## src/rtl/bus_pkg.sv

```systemverilog
// Shared definitions for the serialized external memory link arbiter.
// Holds the FSM state encoding, default frame geometry, byte width and
// the uio direction codes used on ext_oe.
package bus_pkg;

  localparam int BYTE_W       = 8;
  localparam int NBYTES_DEF   = 4;
  localparam int TURN_CYC_DEF = 1;

  localparam logic [BYTE_W-1:0] OE_DRIVE = 8'hFF;
  localparam logic [BYTE_W-1:0] OE_INPUT = 8'h00;

  typedef enum logic [2:0] {
    IDLE,
    ADDR,
    TURN,
    DATA,
    DONE
  } state_t;

endpackage

```

## src/rtl/rr_arb2.sv

```systemverilog
// Two-input round-robin arbiter.
//   req        : per-port request
//   enable     : arbitration allowed (link idle)
//   last_grant : index of the port that won the most recent tie
//   grant      : one-hot winner, zero when disabled or nothing requested
//   valid      : a grant is being issued this cycle
module rr_arb2 (
  input  logic [1:0] req,
  input  logic       enable,
  input  logic       last_grant,
  output logic [1:0] grant,
  output logic       valid
);

  always_comb begin
    grant = 2'b00;
    if (enable) begin
      case (req)
        2'b01:   grant = 2'b01;
        2'b10:   grant = 2'b10;
        // Tie: the port that did not win last time goes first.
        2'b11:   grant = last_grant ? 2'b01 : 2'b10;
        default: grant = 2'b00;
      endcase
    end
    valid = |grant;
  end

endmodule

```

## src/rtl/serial_bus_arbiter.sv

```systemverilog
// Shares one 8-bit serialized memory link between instruction fetch (port 0)
// and load/store (port 1). A granted request is sent as NBYTES little-endian
// address beats (write data rides alongside on ext_dout); reads then turn
// the bus around for TURN_CYC cycles and collect NBYTES data beats.
//   clk, rst_n          : clock, async active-low reset
//   req, we             : per-port request / write enable (held until ack)
//   addr0/1, wdata0/1   : per-port address and write data
//   ack                 : one-cycle completion pulse for the granted port
//   rdata               : last completed read word, updated with ack
//   ext_addr, ext_dout  : address / write-data byte lanes
//   ext_oe              : uio direction (all drive or all input)
//   ext_din             : read-data byte lane
//   ext_sync            : marks the first address beat of a frame
//   busy                : link not idle
module serial_bus_arbiter
  import bus_pkg::*;
#(
  parameter int TURN_CYC = TURN_CYC_DEF,
  parameter int NBYTES   = NBYTES_DEF
) (
  input  logic                     clk,
  input  logic                     rst_n,
  input  logic [1:0]               req,
  input  logic [1:0]               we,
  input  logic [BYTE_W*NBYTES-1:0] addr0,
  input  logic [BYTE_W*NBYTES-1:0] addr1,
  input  logic [BYTE_W*NBYTES-1:0] wdata0,
  input  logic [BYTE_W*NBYTES-1:0] wdata1,
  output logic [1:0]               ack,
  output logic [BYTE_W*NBYTES-1:0] rdata,
  output logic [BYTE_W-1:0]        ext_addr,
  output logic [BYTE_W-1:0]        ext_dout,
  output logic [BYTE_W-1:0]        ext_oe,
  input  logic [BYTE_W-1:0]        ext_din,
  output logic                     ext_sync,
  output logic                     busy
);

  localparam logic [2:0] LAST_BEAT = 3'(NBYTES - 1);
  localparam logic [2:0] LAST_TURN = 3'(TURN_CYC - 1);

  typedef logic [NBYTES-1:0][BYTE_W-1:0] word_t;

  state_t            state, state_n;
  logic [2:0]        cnt;
  logic [1:0]        gnt;
  logic [1:0]        arb_grant;
  logic              arb_valid;
  logic              last_grant;
  logic              lat_we;
  word_t             lat_addr, lat_wdata, rbuf, rbuf_n;
  logic [BYTE_W-1:0] addr_byte, wdata_byte;

  rr_arb2 u_arb (
    .req        (req),
    .enable     (state == IDLE),
    .last_grant (last_grant),
    .grant      (arb_grant),
    .valid      (arb_valid)
  );

  // Beat k selects byte k; the same selection steers ext_din into the
  // read buffer so the final beat can be folded straight into rdata.
  always_comb begin
    addr_byte  = '0;
    wdata_byte = '0;
    rbuf_n     = rbuf;
    for (int k = 0; k < NBYTES; k++) begin
      if (cnt == 3'(k)) begin
        addr_byte  = lat_addr[k];
        wdata_byte = lat_wdata[k];
        rbuf_n[k]  = ext_din;
      end
    end
  end

  always_comb begin
    state_n = state;
    case (state)
      IDLE: if (arb_valid) state_n = ADDR;
      ADDR: if (cnt == LAST_BEAT) state_n = lat_we ? DONE : TURN;
      TURN: if (cnt == LAST_TURN) state_n = DATA;
      DATA: if (cnt == LAST_BEAT) state_n = DONE;
      DONE: state_n = IDLE;
      default: state_n = IDLE;
    endcase
  end

  // Pins decode straight from registered state so an async reset clears
  // them without waiting for a clock edge.
  always_comb begin
    ext_addr = '0;
    ext_dout = '0;
    ext_oe   = OE_INPUT;
    ext_sync = 1'b0;
    ack      = 2'b00;
    case (state)
      ADDR: begin
        ext_addr = addr_byte;
        ext_sync = (cnt == 3'd0);
        if (lat_we) begin
          ext_dout = wdata_byte;
          ext_oe   = OE_DRIVE;
        end
      end
      DONE:    ack = gnt;
      default: ;
    endcase
  end

  assign busy = (state != IDLE);

  always_ff @(posedge clk or negedge rst_n) begin
    if (!rst_n) begin
      state      <= IDLE;
      cnt        <= '0;
      gnt        <= 2'b00;
      last_grant <= 1'b1;
      lat_we     <= 1'b0;
      lat_addr   <= '0;
      lat_wdata  <= '0;
      rbuf       <= '0;
      rdata      <= '0;
    end else begin
      state <= state_n;
      // Restart the beat count on every state entry; IDLE just parks at 0.
      if (state_n != state || state == IDLE) cnt <= '0;
      else                                   cnt <= cnt + 3'd1;

      if (state == IDLE && arb_valid) begin
        gnt       <= arb_grant;
        lat_we    <= arb_grant[0] ? we[0]  : we[1];
        lat_addr  <= arb_grant[0] ? addr0  : addr1;
        lat_wdata <= arb_grant[0] ? wdata0 : wdata1;
        if (&req) last_grant <= arb_grant[1];
      end

      if (state == DATA) begin
        rbuf <= rbuf_n;
        if (cnt == LAST_BEAT) rdata <= rbuf_n;
      end
    end
  end

endmodule

```

## config.mk

```make
export PLATFORM = sky130hd
export DESIGN_NAME = serial_bus_arbiter
export DESIGN_NICKNAME = d
export VERILOG_FILES = /design/src/rtl/bus_pkg.sv /design/src/rtl/rr_arb2.sv /design/src/rtl/serial_bus_arbiter.sv
export SDC_FILE = /design/constraint.sdc
export NUM_CORES = 1
export LEC_CHECK = 0
export ABC_AREA = 1
export BUFFER_PORTS_ARGS = -buffer_cell sky130_fd_sc_hd__buf_2
export CAP_MARGIN = 30
export CORE_UTILIZATION = 28
export DETAILED_ROUTE_END_ITERATION = 16
export GPL_TIMING_DRIVEN = 0
export PLACE_DENSITY = 0.49
export SLEW_MARGIN = 20
export SYNTH_ARGS = -nofsm -noshare
export SYNTH_HDL_FRONTEND = slang
export SYNTH_SLANG_ARGS = --single-unit
```

## constraint.sdc

```tcl
create_clock -name clk -period 3.1 [get_ports clk]
set_clock_uncertainty 0.15 [all_clocks]
set_input_delay 0.31 -clock clk [delete_from_list [all_inputs] [get_ports clk]]
set_output_delay 0.31 -clock clk [all_outputs]
set_load 0.005 [all_outputs]
```

==> results.cfg <==
[job]
cap_violations = 0

[logic_synthesis]
synth-seq-area-share = 0.483
yosysUniqueCellTypes = 27
syn_area_um2 = 6740
synth_edf_count = 0
synth_fp_nets = 969
syn_avg_cell_area_um2 = 8.20
ys_ff_latch = 130
synth_flop_cell = dfrtp_1
syn_inst = 822
yosys_warnings = 0
async_flop_share = 1.00

[sta]
finalCritPeriodShare = 0.963
relSlewSlack = 0.571
worst_pin_slew_ns = 0.644
max_freq_mhz = 335
finalSetupTns_ns = 0
fin_ws_ns = 0.115
timing.hold.ws_ns = 0.00860
final_hold_viol_count = 0
rsz0062_at_grt = false
setup_violations = 0
period_minus_slack_ns = 2.98
slew_viol_final = 0

[floorplan]
core_area_um2 = 23500
dieWidth_um = 157
initial_core_util = 0.286
die_area_um2 = 24700
ioPinCount = 202
rows = 56
die_y_um = 157

[setup_path]
crit_slowest_cell = dfrtp_1
critPathLaunchType = flop
timing.rr.start = cnt[2]$_DFF_PN0_
path_depth = 10
critPathArrivalTime_ns = 2.52
cp_top_family = buffers and inverters
critPathRequiredTime_ns = 2.64
crit_start = cnt[2]$_DFF_PN0_
cp_num_buf_inv = 6
crit_chain = inv_4, clkbuf_4, ha_1, buf_4, clkinv_4, clkbuf_4, o21ai_0, o21bai_1, a21oi_1, buf_2
max_stage_delay_ns = 0.40
crit_path_end = ext_addr[3]
r2r.worst_path.cells = 8
crit_type = flop to output pin
r2r-end = rdata[4]$_DFFE_PN0P_
rrSetupSlack_ns = 0.64
cp_common_cell = clkbuf_4
critPathMaxFanout = 10
critPathCaptureType = output pin

[cts]
cts_made_buffers = 17
h-tree-depth = 4
clk_pin_slew_ns = 0.06
cts_max_path_buffers = 2
cts.sinks = 130
cts-root-buf = clkbuf_16
clock_latency_ns = 0.42
cts_tree = yes

[power]
peakVddDrop_mv = 0.267
p_leak_nw = 4.45
power_density_nw_per_um2 = 943

[detailed_routing]
dr.pass1.iters = 4
vias = 6877
drtIter0Drc = 341
wire_per_inst_um = 17.3
viasPerCell = 4.86
ant_nets = 0
drc = 0
routed_wl_um = 24400

[global_route]
grt_pass1_wl_um = 38100
antenna_found_initial = 3
track_usage = 0.205
overflow = 0
grt_max_degree = 81
grt_pass1_vias = 6942

[place]
gp_congestion = 0.833
hpwl_um = 18000
port_buffers = 200
pre_cts_ws_ns = -0.169
place_area_um2 = 8180

[finish]
seqCellArea_um2 = 3250
drive_above_1_share = 0.270
synthToLayoutAreaGrowth_pct = 36.2
final_area_um2 = 9180
multi_input_area_um2 = 3000
fin_nets = 1226
nFillCells = 2506

[outcome]
status = completed

[worst_hold_path]
hp-class = input pin to flop
## flip-flops by register name, indices dropped and copies added, names as in the netlist
register	flops
cnt	3
gnt	2
lat_we	1
lat_addr	32
lat_wdata	32
state	3
rdata	32
rbuf	24
last_grant	1
## power by group
part           leakage (nW)  total [W]  internal [W]  switching [W]
Clock                 0.286    0.00200       0.00124       0.000764
Combinational          2.56    0.00370       0.00139        0.00231
Sequential             1.61    0.00295       0.00251       0.000442
Total                  4.45    0.00866       0.00514        0.00351
## cells in the final DEF (no fill, tap or decap), types with 2 or more instances in the layout
cell type,count
clkbuf_1,38
a21oi_2,2
nor2_2,4
buf_2,222
clkinv_4,2
dlygate4sd3_1,37
nor2_1,8
and3_1,15
buf_4,13
clkinvlp_4,2
mux2_2,4
mux2_1,20
clkbuf_4,2
nand2_1,202
o21ai_0,90
inv_1,29
bufinv_16,2
diode_2,3
nand3_1,27
dfrtp_1,129
clkbuf_2,6
a31oi_1,66
o21bai_1,15
clkbuf_8,3
clkinv_2,5
ha_1,5
clkbuf_16,17
inv_2,3
a21oi_1,15
o21ai_1,99
## area by class of cell
class	instances	share of cell area
tap	319	0.0435
inverter	34	0.0147
timing repair buffer	238	0.154
clock inverter	10	0.0119
multi-input combinational	578	0.327
buffer	80	0.0428
clock buffer	22	0.0517
antenna	3	0.000818
sequential	130	0.355
## through the flow
step,utilization,total power (W),cells
2_1_floorplan,-,0.00516,822
3_3_place_gp,0.346,0.00657,1341
3_5_place_dp,0.347,0.00663,1342
6_report,0.390,0.00866,1414
5_1_grt,0.390,0.00938,1411
4_1_cts,0.389,0.00870,1411
## Yosys cell counts, types with 2 or more instances
| cell | n | area, um2 |
|---|---|---|
| a21oi_1 | 17 | 85.1 |
| a31oi_1 | 66 | 413 |
| and3_1 | 15 | 93.8 |
| buf_2 | 23 | 115 |
| buf_4 | 12 | 90.1 |
| clkbuf_1 | 45 | 169 |
| dfrtp_1 | 129 | 3230 |
| ha_1 | 5 | 62.6 |
| inv_1 | 29 | 109 |
| inv_2 | 4 | 15.0 |
| mux2_1 | 20 | 225 |
| mux2_2 | 4 | 45.0 |
| nand2_1 | 202 | 758 |
| nand3_1 | 27 | 135 |
| nor2_1 | 10 | 37.5 |
| nor2_2 | 2 | 12.5 |
| o21ai_0 | 90 | 450 |
| o21ai_1 | 99 | 495 |
| o21bai_1 | 15 | 113 |
## repair_timing
| action | 4_1_cts | 5_1_grt |
|---|---|---|
| hold endpoints to repair | 86 | 0 |
| setup endpoints to repair | 38 | 15 |
| hold buffers | 37 | 0 |
| buffers inserted | 0 | 0 |
| gates resized for setup | 10 | 15 |
## kinds of logic (layout without fill, tap and decap cells)
logic type,Yosys count,after routing,synth area share
buffers and inverters,114,384,0.0744
other,0,3,0
flip-flops,130,130,0.483
AO/OA/AOI/OAI,289,289,0.234
adder cells (fa/ha/maj),5,5,0.00928
multiplexers,24,24,0.0401
AND/OR/NAND/NOR,260,260,0.160
## worst min-delay path, stage by stage
cell     delay (ns)
buf_2          0.08
a31oi_1        0.04
o21ai_1        0.12
## worst min path at each step
stage	depth (start not counted)	end	slack [ns]	startpoint
2_1_floorplan	0	cnt[0]$_DFF_PN0_	-0.14	rst_n
3_3_place_gp	1	rdata[20]$_DFFE_PN0P_	0.31	rdata[20]$_DFFE_PN0P_
3_5_place_dp	1	rdata[3]$_DFFE_PN0P_	0.11	rst_n
4_1_cts	3	rdata[30]$_DFFE_PN0P_	0.001	ext_din[6]
5_1_grt	3	lat_wdata[24]$_DFFE_PN0P_	0.007	wdata1[24]
6_report	3	lat_wdata[9]$_DFFE_PN0P_	0.009	wdata1[9]
## layer usage
| metal | global-route usage | vias to the layer above | share of wire |
|---|---|---|---|
| met4 | 0.0592 | 2 | 0.018 |
| met1 | 0.273 | 3265 | 0.46 |
| li1 | - | 3347 | - |
| met5 | 0 | - | 0.00053 |
| met2 | 0.334 | 234 | 0.47 |
| met3 | 0.0446 | 29 | 0.054 |
Power figures use the tool's default switching activity.
